<file path="config.mk">
export PLATFORM = sky130hd
export DESIGN_NAME = ones_count_accumulator
export DESIGN_NICKNAME = d
export VERILOG_FILES = /design/src/rtl/ones_count_accumulator_pkg.sv /design/src/rtl/ones_count_accumulator_frame_counter.sv /design/src/rtl/ones_count_accumulator.sv
export SDC_FILE = /design/constraint.sdc
export NUM_CORES = 1
export LEC_CHECK = 0
export CORE_MARGIN = 2
export CORE_UTILIZATION = 40
export CTS_CLUSTER_SIZE = 20
export DETAILED_ROUTE_END_ITERATION = 8
export PLACE_DENSITY = 0.71
export RECOVER_POWER = 25
export SETUP_SLACK_MARGIN = 0.5
export SLEW_MARGIN = 20
export SYNTH_ARGS = -nofsm -noshare
export SYNTH_HDL_FRONTEND = slang
export SYNTH_SLANG_ARGS = --single-unit
</file>
<file path="constraint.sdc">
create_clock -name clk -period 1.5 [get_ports clk]
set_clock_uncertainty 0.2 [all_clocks]
set_input_delay 0.225 -clock clk [delete_from_list [all_inputs] [get_ports clk]]
set_output_delay 0.225 -clock clk [all_outputs]
set_load 0.05 [all_outputs]
</file>
<file path="src/rtl/ones_count_accumulator_pkg.sv">
// ============================================================================
// Module   : ones_pkg
// Brief    : Shared types and helpers for the ones-count frame accumulator.
// Revision : 1.0
// ============================================================================
`default_nettype none

package ones_pkg;

  typedef enum logic [1:0] {
    IDLE = 2'd0,
    ACC  = 2'd1,
    HOLD = 2'd2
  } state_t;

  localparam int OC_W = 2;

  function automatic int sum_width(input int words);
    return $clog2(3 * words + 1);
  endfunction

endpackage

`default_nettype wire

</file>
<file path="src/rtl/ones_count_accumulator_frame_counter.sv">
// ============================================================================
// Module   : oc_frame_counter
// Brief    : Word counter with clear and enable; tc flags the last word.
// Revision : 1.0
// ============================================================================
`default_nettype none

module oc_frame_counter #(
  parameter int WORDS = 8,
  parameter int CNT_W = $clog2(WORDS)
) (
  input  logic clk,
  input  logic rst,
  input  logic clr,
  input  logic en,
  output logic tc
);

  logic [CNT_W-1:0] cnt_q;
  logic [CNT_W-1:0] cnt_d;

  always_comb begin
    cnt_d = cnt_q;
    if (clr) begin
      cnt_d = '0;
    end else if (en) begin
      cnt_d = cnt_q + 1'b1;
    end
  end

  always_ff @(posedge clk or posedge rst) begin
    if (rst) begin
      cnt_q <= '0;
    end else begin
      cnt_q <= cnt_d;
    end
  end

  assign tc = (cnt_q == CNT_W'(WORDS - 1));

endmodule

`default_nettype wire

</file>
<file path="src/rtl/ones_count_accumulator.sv">
// ============================================================================
// Module   : ones_count_accumulator
// Brief    : Sums 2-bit ones counts over a frame of WORDS words, holds the
//            total on a valid/ready output until the consumer accepts it.
// Revision : 1.0
// ============================================================================
`default_nettype none

module ones_count_accumulator
  import ones_pkg::*;
#(
  parameter int WORDS = 8,
  localparam int SUM_W = sum_width(WORDS)
) (
  input  logic             clk,
  input  logic             rst,
  input  logic             start,
  input  logic             y1,
  input  logic             y0,
  input  logic             in_valid,
  output logic             in_ready,
  output logic [SUM_W-1:0] sum,
  output logic             sum_valid,
  input  logic             sum_ready,
  output logic             busy
);

  state_t           state_q;
  state_t           state_d;
  logic [SUM_W-1:0] sum_q;
  logic [SUM_W-1:0] sum_d;
  logic             cnt_clr;
  logic             accept;
  logic             last_word;

  assign accept = in_valid && (state_q == ACC);

  oc_frame_counter #(
    .WORDS (WORDS)
  ) u_frame_counter (
    .clk (clk),
    .rst (rst),
    .clr (cnt_clr),
    .en  (accept),
    .tc  (last_word)
  );

  always_comb begin
    state_d = state_q;
    sum_d   = sum_q;
    cnt_clr = 1'b0;
    unique case (state_q)
      IDLE: begin
        if (start) begin
          state_d = ACC;
          sum_d   = '0;
          cnt_clr = 1'b1;
        end
      end
      ACC: begin
        if (accept) begin
          sum_d = sum_q + {{(SUM_W - OC_W){1'b0}}, y1, y0};
          if (last_word) begin
            state_d = HOLD;
          end
        end
      end
      HOLD: begin
        if (sum_ready) begin
          state_d = IDLE;
        end
      end
      default: begin
        state_d = IDLE;
      end
    endcase
  end

  always_ff @(posedge clk or posedge rst) begin
    if (rst) begin
      state_q <= IDLE;
      sum_q   <= '0;
    end else begin
      state_q <= state_d;
      sum_q   <= sum_d;
    end
  end

  // Handshake outputs decode from state only, keeping inputs off output paths.
  assign in_ready  = (state_q == ACC);
  assign sum_valid = (state_q == HOLD);
  assign busy      = (state_q != IDLE);
  assign sum       = sum_q;

endmodule

`default_nettype wire

</file>
==> metrics.csv, run 1 <==
stage,metric,value,unit
synth,"Seq/Total Area, Yosys",0.465,
power,Pleak,0.467,nW
timing,final-report hold violation count,0,
setup_path,WP buf/inv,1,
min_path,Hold Path Class,input pin to asynchronous set/reset pin,
final_layout,layout cell share with drive strength beyond 1,0.691,
timing,"crit path setup slack, layout",-209,ps
drt,DRT iter0 DRCs,7,
die,Die ar.,0.00165,sq mm
die,core area,0.00128,sq mm
final_layout,final instance area,0.00106,sq mm
clock_network,CTS Hold Bufs,0,
global_routing,pin count of the biggest net entering global routing,11,
drt,detailed-route DRC error count,0,
timing,worst rel slew slack,0.740,
global_routing,global-route wire length before repair,2330,microns
place,HPWL after detailed placement,970,microns
drt,Routed WL,1620,microns
power,Pwr per Cell Area,2100,mW/mm^2
die,row count,13,
place,placed instance area,893,sq um
timing,setup TNS,-537,ps
clock_network,H-Tree Depth,1,
setup_path,critical path's top delay family,adder cells,
drt,drt first pass iters,3,
synth,syn avg cell area,11.2,sq um
run,max cap viols,0,
clock_network,clk_lat worst skew,270,ps
global_routing,vias in the first global route,540,
setup_path,"Cell Chain, Critical Path",ha_4 > inv_2 > fa_2 > o311ai_2 > o41ai_2,
timing,RSZ-0062 raised after global routing,yes,
setup_path,CP max stage cell,dfrtp_2,
drt,antenna-violating nets left,0,
die,number of I/O pins,15,
drt,vias per inst,5.29,
final_layout,final std cells w/o fill,96,
timing,Max Freq,585,MHz
die,Die X,40.7,microns
run_status,failing checks,negative setup slack,
place,GP Congestion,0.673,
global_routing,GR Overflow Total,0,
synth,Syn Inst Count,48,
synth,YS warnings,0,
final_layout,Synth-to-Final Area Change,96.3,%
setup_path,worst-path maximum fanout,4,
clock_network,CTS Root Buffer Type,clkbuf_4,
timing,Pins Over Slew Limit,0,
drt,Avg WL per Cell,16.9,microns
synth,Yosys reg bits,10,
global_routing,initial antenna violation count,0,
setup_path,CP peak stage delay,390,ps
setup_path,CP arrival,1650,ps
power,total power,0.00222,W
setup_path,"Worst Path Class, Setup",register to register,
clock_network,CTS max path bufs,2,
clock_network,TritonCTS clock tree,yes,
global_routing,Tot GR Track Use,0.224,
place,Port Buf Inserts,14,
final_layout,n_diodes,0,
setup_path,Worst setup SP type,register,
clock_network,Clock Sink Count,10,
final_layout,Final nets,94,
timing,Final min period,1710,ps
timing,actual slew at the worst max-slew pin,390,ps
clock_network,total CTS buffers,3,
timing,Final setup viols,6,
timing,period utilisation layout,1.14,
synth,Post-Syn Nets,60,
place,Setup WS pre-CTS,-545,ps
clock_network,Worst-path clk slew,80,ps
die,initial core utilization,0.419,
run_status,status,"finished, violations left",
die,DIE HEIGHT,40.7,microns
place,placed insts,83,
power,Peak VDD IR,1690,uV
synth,unique cell type count in the Yosys netlist,23,
drt,DR vias,508,
setup_path,CP endpoint kind,register,
synth,mapped cell area,538,sq um
final_layout,Fillers,70,
setup_path,critical path required time,1440,ps
## report_power, final
group	internal, W	switching, W	total, W
registers	0.000386	0.000125	0.000512
clock network	0.000148	0.000108	0.000255
logic	0.000750	0.000703	0.00145
## path summary, 6_finish.rpt
| check | slack (ps) | endpoint | from | cells past startpoint |
|---|---|---|---|---|
| worst max-delay path | -210 | sum[4]$_DFFE_PP0P_ | sum[0]$_DFFE_PP0P_ | 5 |
| min in group clk | 270 | sum[0]$_DFFE_PP0P_ | y0 | 3 |
| worst min register to register | 360 | u_frame_counter.cnt_q[2]$_DFFE_PP0P_ | u_frame_counter.cnt_q[2]$_DFFE_PP0P_ | 1 |
| worst max register to register | -210 | sum[4]$_DFFE_PP0P_ | sum[0]$_DFFE_PP0P_ | 5 |
| max in group asynchronous | 640 | sum[4]$_DFFE_PP0P_ | rst | 2 |
| worst min-delay path | 160 | sum[0]$_DFFE_PP0P_ | rst | 2 |
## cell usage after synthesis
library cell / number / share of area
a21oi_1: 2 / 0.019
a22o_1: 3 / 0.049
a32o_1: 1 / 0.019
and2b_1: 1 / 0.014
and3b_1: 1 / 0.016
dfrtp_1: 10 / 0.47
fa_1: 1 / 0.037
ha_1: 4 / 0.093
inv_1: 5 / 0.035
mux2i_1: 1 / 0.019
nand2_1: 5 / 0.035
nand3_1: 1 / 0.0093
nand3b_4: 1 / 0.037
nor2_1: 1 / 0.0070
nor2b_1: 1 / 0.012
nor3b_1: 2 / 0.028
o21ai_0: 2 / 0.019
o2bb2ai_1: 1 / 0.016
o311ai_0: 1 / 0.016
o41ai_1: 1 / 0.016
or2_2: 1 / 0.012
or3_1: 1 / 0.012
or3b_1: 1 / 0.016
## stage by stage
| step | hold slack, ps | utilization |
|---|---|---|
| after floorplan | -135 | - |
| after global routing | 218 | 0.822 |
| after global placement | 291 | 0.695 |
| final | 159 | 0.822 |
| after CTS | 44.1 | 0.805 |
| after detailed placement | 308 | 0.695 |
## area by class of cell
cell class              instances  area (sq um)  share of cell area
clock buffers                   4          36.3              0.0344
well taps                      15          18.8              0.0178
multi-input cells              33           392               0.371
repair buffers                 29           333               0.315
flip-flops and latches         10           258               0.244
inverters                       5          18.8              0.0178
## metal layers
layer,vias to the layer above,GRT usage,wire length [microns]
li1,242,-,-
met1,259,0.303,738
met2,7,0.353,847
met3,0,0.0326,36
met4,0,0.100,0
met5,-,0,0
## kinds of logic (layout without fill, tap and decap cells)
logic type      Yosys count  after routing  synth area share
compound gates           11             11             0.154
simple gates             16             16             0.198
buf+inv                   5             38            0.0349
mux                       1              1            0.0186
flops                    10             10             0.465
fa+ha+maj                 5              5             0.130
## layout by cell type, fill, tap and decap left out, types with 2 or more instances in the layout
| master | Yosys | routed |
|---|---|---|
| dfrtp_2 | 0 | 6 |
| buf_6 | 0 | 4 |
| a22o_1 | 3 | 3 |
| inv_1 | 5 | 4 |
| nand2_1 | 5 | 4 |
| clkbuf_4 | 0 | 3 |
| a21oi_2 | 0 | 2 |
| ha_4 | 0 | 3 |
| buf_12 | 0 | 7 |
| dfrtp_1 | 10 | 4 |
| clkdlybuf4s50_1 | 0 | 3 |
| dlygate4sd2_1 | 0 | 2 |
| buf_4 | 0 | 12 |
## state kept, by name, summed over array words and instances (netlist names)
name / count
state_q: 2
sum: 5
u_frame_counter.cnt_q: 3
## repair_timing
action,in CTS,in global routing
endpoints found under the setup margin,18,18
pin swaps,5,3
setup buffers,9,0
gates resized for setup,11,4
Note: power is estimated with default switching activity, not from simulation.
==> run 2, diff against run 1 <==
- PLACE_DENSITY: 0.71 -> not set
- PLACE_DENSITY_LB_ADDON: not set -> 0.15
==> run 2 against run 1 <==
  * The flow still finishes with violations (negative setup slack)
  * Die area unchanged
  * Sequential power is essentially flat
  * Register-to-register slack worse by 20 ps
  * Routed wire length increased by 1.4%
  * Critical path depth unchanged
  * Total power increased by 4.7%
  * Core utilization rose by 3.4 points
  * Maximum frequency is 1.4% lower
  * Critical path type unchanged
  * Largest cell class unchanged
==> metrics.csv, run 2 (synthesized netlist as in run 1, its figures left out) <==
stage,metric,value,unit
timing,Final setup viols,6,
clock_network,total CTS buffers,3,
die,core area,0.00128,sq mm
place,GP Congestion,0.671,
setup_path,CP endpoint kind,register,
drt,Routed WL,1650,microns
global_routing,global-route wire length before repair,2420,microns
setup_path,R2R setup slack,-230,ps
drt,antenna-violating nets left,0,
final_layout,final std cells w/o fill,98,
run,max cap viols,0,
die,row count,13,
power,clock power share,0.107,
drt,DRT iter0 DRCs,0,
final_layout,Final nets,96,
die,initial core utilization,0.419,
drt,Avg WL per Cell,16.8,microns
timing,worst rel slew slack,0.731,
clock_network,CTS Hold Bufs,0,
setup_path,Worst R2R Start,sum[0]$_DFFE_PP0P_,
die,Die ar.,0.00165,sq mm
final_layout,"most common cell after layout, fill and taps aside",buf_4,
clock_network,CTS max path bufs,2,
power,Gate power share,0.672,
power,Internal Power,0.00137,W
place,placed insts,84,
drt,drt first pass iters,1,
power,sw frac,0.412,
final_layout,n_diodes,0,
global_routing,initial antenna violation count,0,
setup_path,"Worst Path Class, Setup",register to register,
timing,hold slack,166,ps
global_routing,pin count of the biggest net entering global routing,11,
final_layout,number of flip-flops in the largest register,5,
run_status,failing checks,negative setup slack,
drt,DR vias,511,
setup_path,CP arrival,1740,ps
setup_path,critical path required time,1510,ps
clock_network,CTS Root Buffer Type,clkbuf_4,
power,Pwr per Cell Area,2110,mW/mm^2
die,Die X,40.7,microns
timing,Pins Over Slew Limit,0,
run_status,status,"finished, violations left",
global_routing,vias in the first global route,566,
timing,actual slew at the worst max-slew pin,404,ps
power,total power,0.00233,W
final_layout,final instance area,0.00110,sq mm
drt,detailed-route DRC error count,0,
min_path,Hold Path Class,input pin to asynchronous set/reset pin,
die,DIE HEIGHT,40.7,microns
power,Pleak,0.483,nW
global_routing,GR Overflow Total,0,
place,HPWL after detailed placement,1000,microns
setup_path,reg2reg path depth,5,
clock_network,Worst-path clk slew,80,ps
clock_network,Clock Sink Count,10,
final_layout,most frequent cells in the layout,"10 x buf_4, 8 x buf_6, 7 x buf_12",
setup_path,Worst setup SP type,register,
power,Peak VDD IR,1280,uV
final_layout,layout cell share with drive strength beyond 1,0.711,
setup_path,worst-path maximum fanout,4,
timing,RSZ-0062 raised after global routing,yes,
timing,"crit path setup slack, layout",-233,ps
global_routing,Tot GR Track Use,0.241,
final_layout,Synth-to-Final Area Change,104,%
timing,final-report hold violation count,0,
drt,vias per inst,5.21,
setup_path,Worst R2R End,sum[2]$_DFFE_PP0P_,
place,placed instance area,901,sq um
die,number of I/O pins,15,
place,Port Buf Inserts,14,
clock_network,TritonCTS clock tree,yes,
power,sequential share of power,0.221,
setup_path,Worst Setup EP,sum[2]$_DFFE_PP0P_,
power,switching power,0.000959,W
clock_network,H-Tree Depth,1,
clock_network,clk_lat worst skew,280,ps
timing,Max Freq,577,MHz
setup_path,Critical path origin,sum[0]$_DFFE_PP0P_,
timing,Final min period,1730,ps
timing,period utilisation layout,1.16,
-- run 2: area by class of cell --
type / instances / area [sq um]
Inverter: 5 / 18.8
Tap cell: 15 / 18.8
Fill cell: 61 / 185
Sequential cell: 10 / 258
Timing Repair Buffer: 31 / 363
Clock buffer: 4 / 36.3
Multi-Input combinational cell: 33 / 405
-- run 2: how the worst min path moves through the flow --
| stage | startpoint | endpoint | slack, ps | depth (start not counted) |
|---|---|---|---|---|
| floorplan | rst | sum[2]$_DFFE_PP0P_ | -140 | 1 |
| global placement | u_frame_counter.cnt_q[1]$_DFFE_PP0P_ | u_frame_counter.cnt_q[1]$_DFFE_PP0P_ | 290 | 1 |
| detailed placement | u_frame_counter.cnt_q[0]$_DFFE_PP0P_ | u_frame_counter.cnt_q[0]$_DFFE_PP0P_ | 300 | 1 |
| CTS | rst | u_frame_counter.cnt_q[2]$_DFFE_PP0P_ | 40 | 2 |
| global route | rst | u_frame_counter.cnt_q[1]$_DFFE_PP0P_ | 220 | 2 |
| finish | rst | u_frame_counter.cnt_q[1]$_DFFE_PP0P_ | 170 | 2 |
-- run 2: power groups by stage --
stage / Sequential [W] / Clock [W] / Combinational [W]
CTS: 0.000504 / 0.000250 / 0.00141
floorplan: 0.000688 / 0 / 0.000462
global route: 0.000522 / 0.000268 / 0.00164
global placement: 0.000520 / 0 / 0.00114
finish: 0.000513 / 0.000249 / 0.00156
detailed placement: 0.000523 / 0 / 0.00117
-- run 2: stage by stage --
stage / setup TNS, ps / worst slack, ps / utilization
after floorplan: -684 / -292 / -
after global placement: -1830 / -451 / 0.701
after detailed placement: -2010 / -532 / 0.701
after CTS: -528 / -194 / 0.823
after global routing: -950 / -274 / 0.856
final: -708 / -233 / 0.856
-- run 2: timing repair --
| action | CTS | global route |
|---|---|---|
| endpoints found under the setup margin | 18 | 18 |
| pin swaps | 7 | 10 |
| resized for setup | 14 | 7 |
| buffers inserted | 8 | 2 |
| hold endpoints to repair | 0 | 0 |
-- run 2: per-layer routing --
layer / track usage / vias to the layer above / wire (microns)
li1: - / 244 / -
met1: 0.266 / 252 / 688
met2: 0.425 / 11 / 861
met3: 0.0978 / 4 / 65
met4: 0.0667 / 0 / 29
met5: 0 / - / 0
-- run 2: worst max-delay path: stages, from the launching register on --
cell and delay, ps:
dfrtp_2 390, ha_4 130, inv_2 40, fa_2 410, or3_4 350, a21oi_2 130
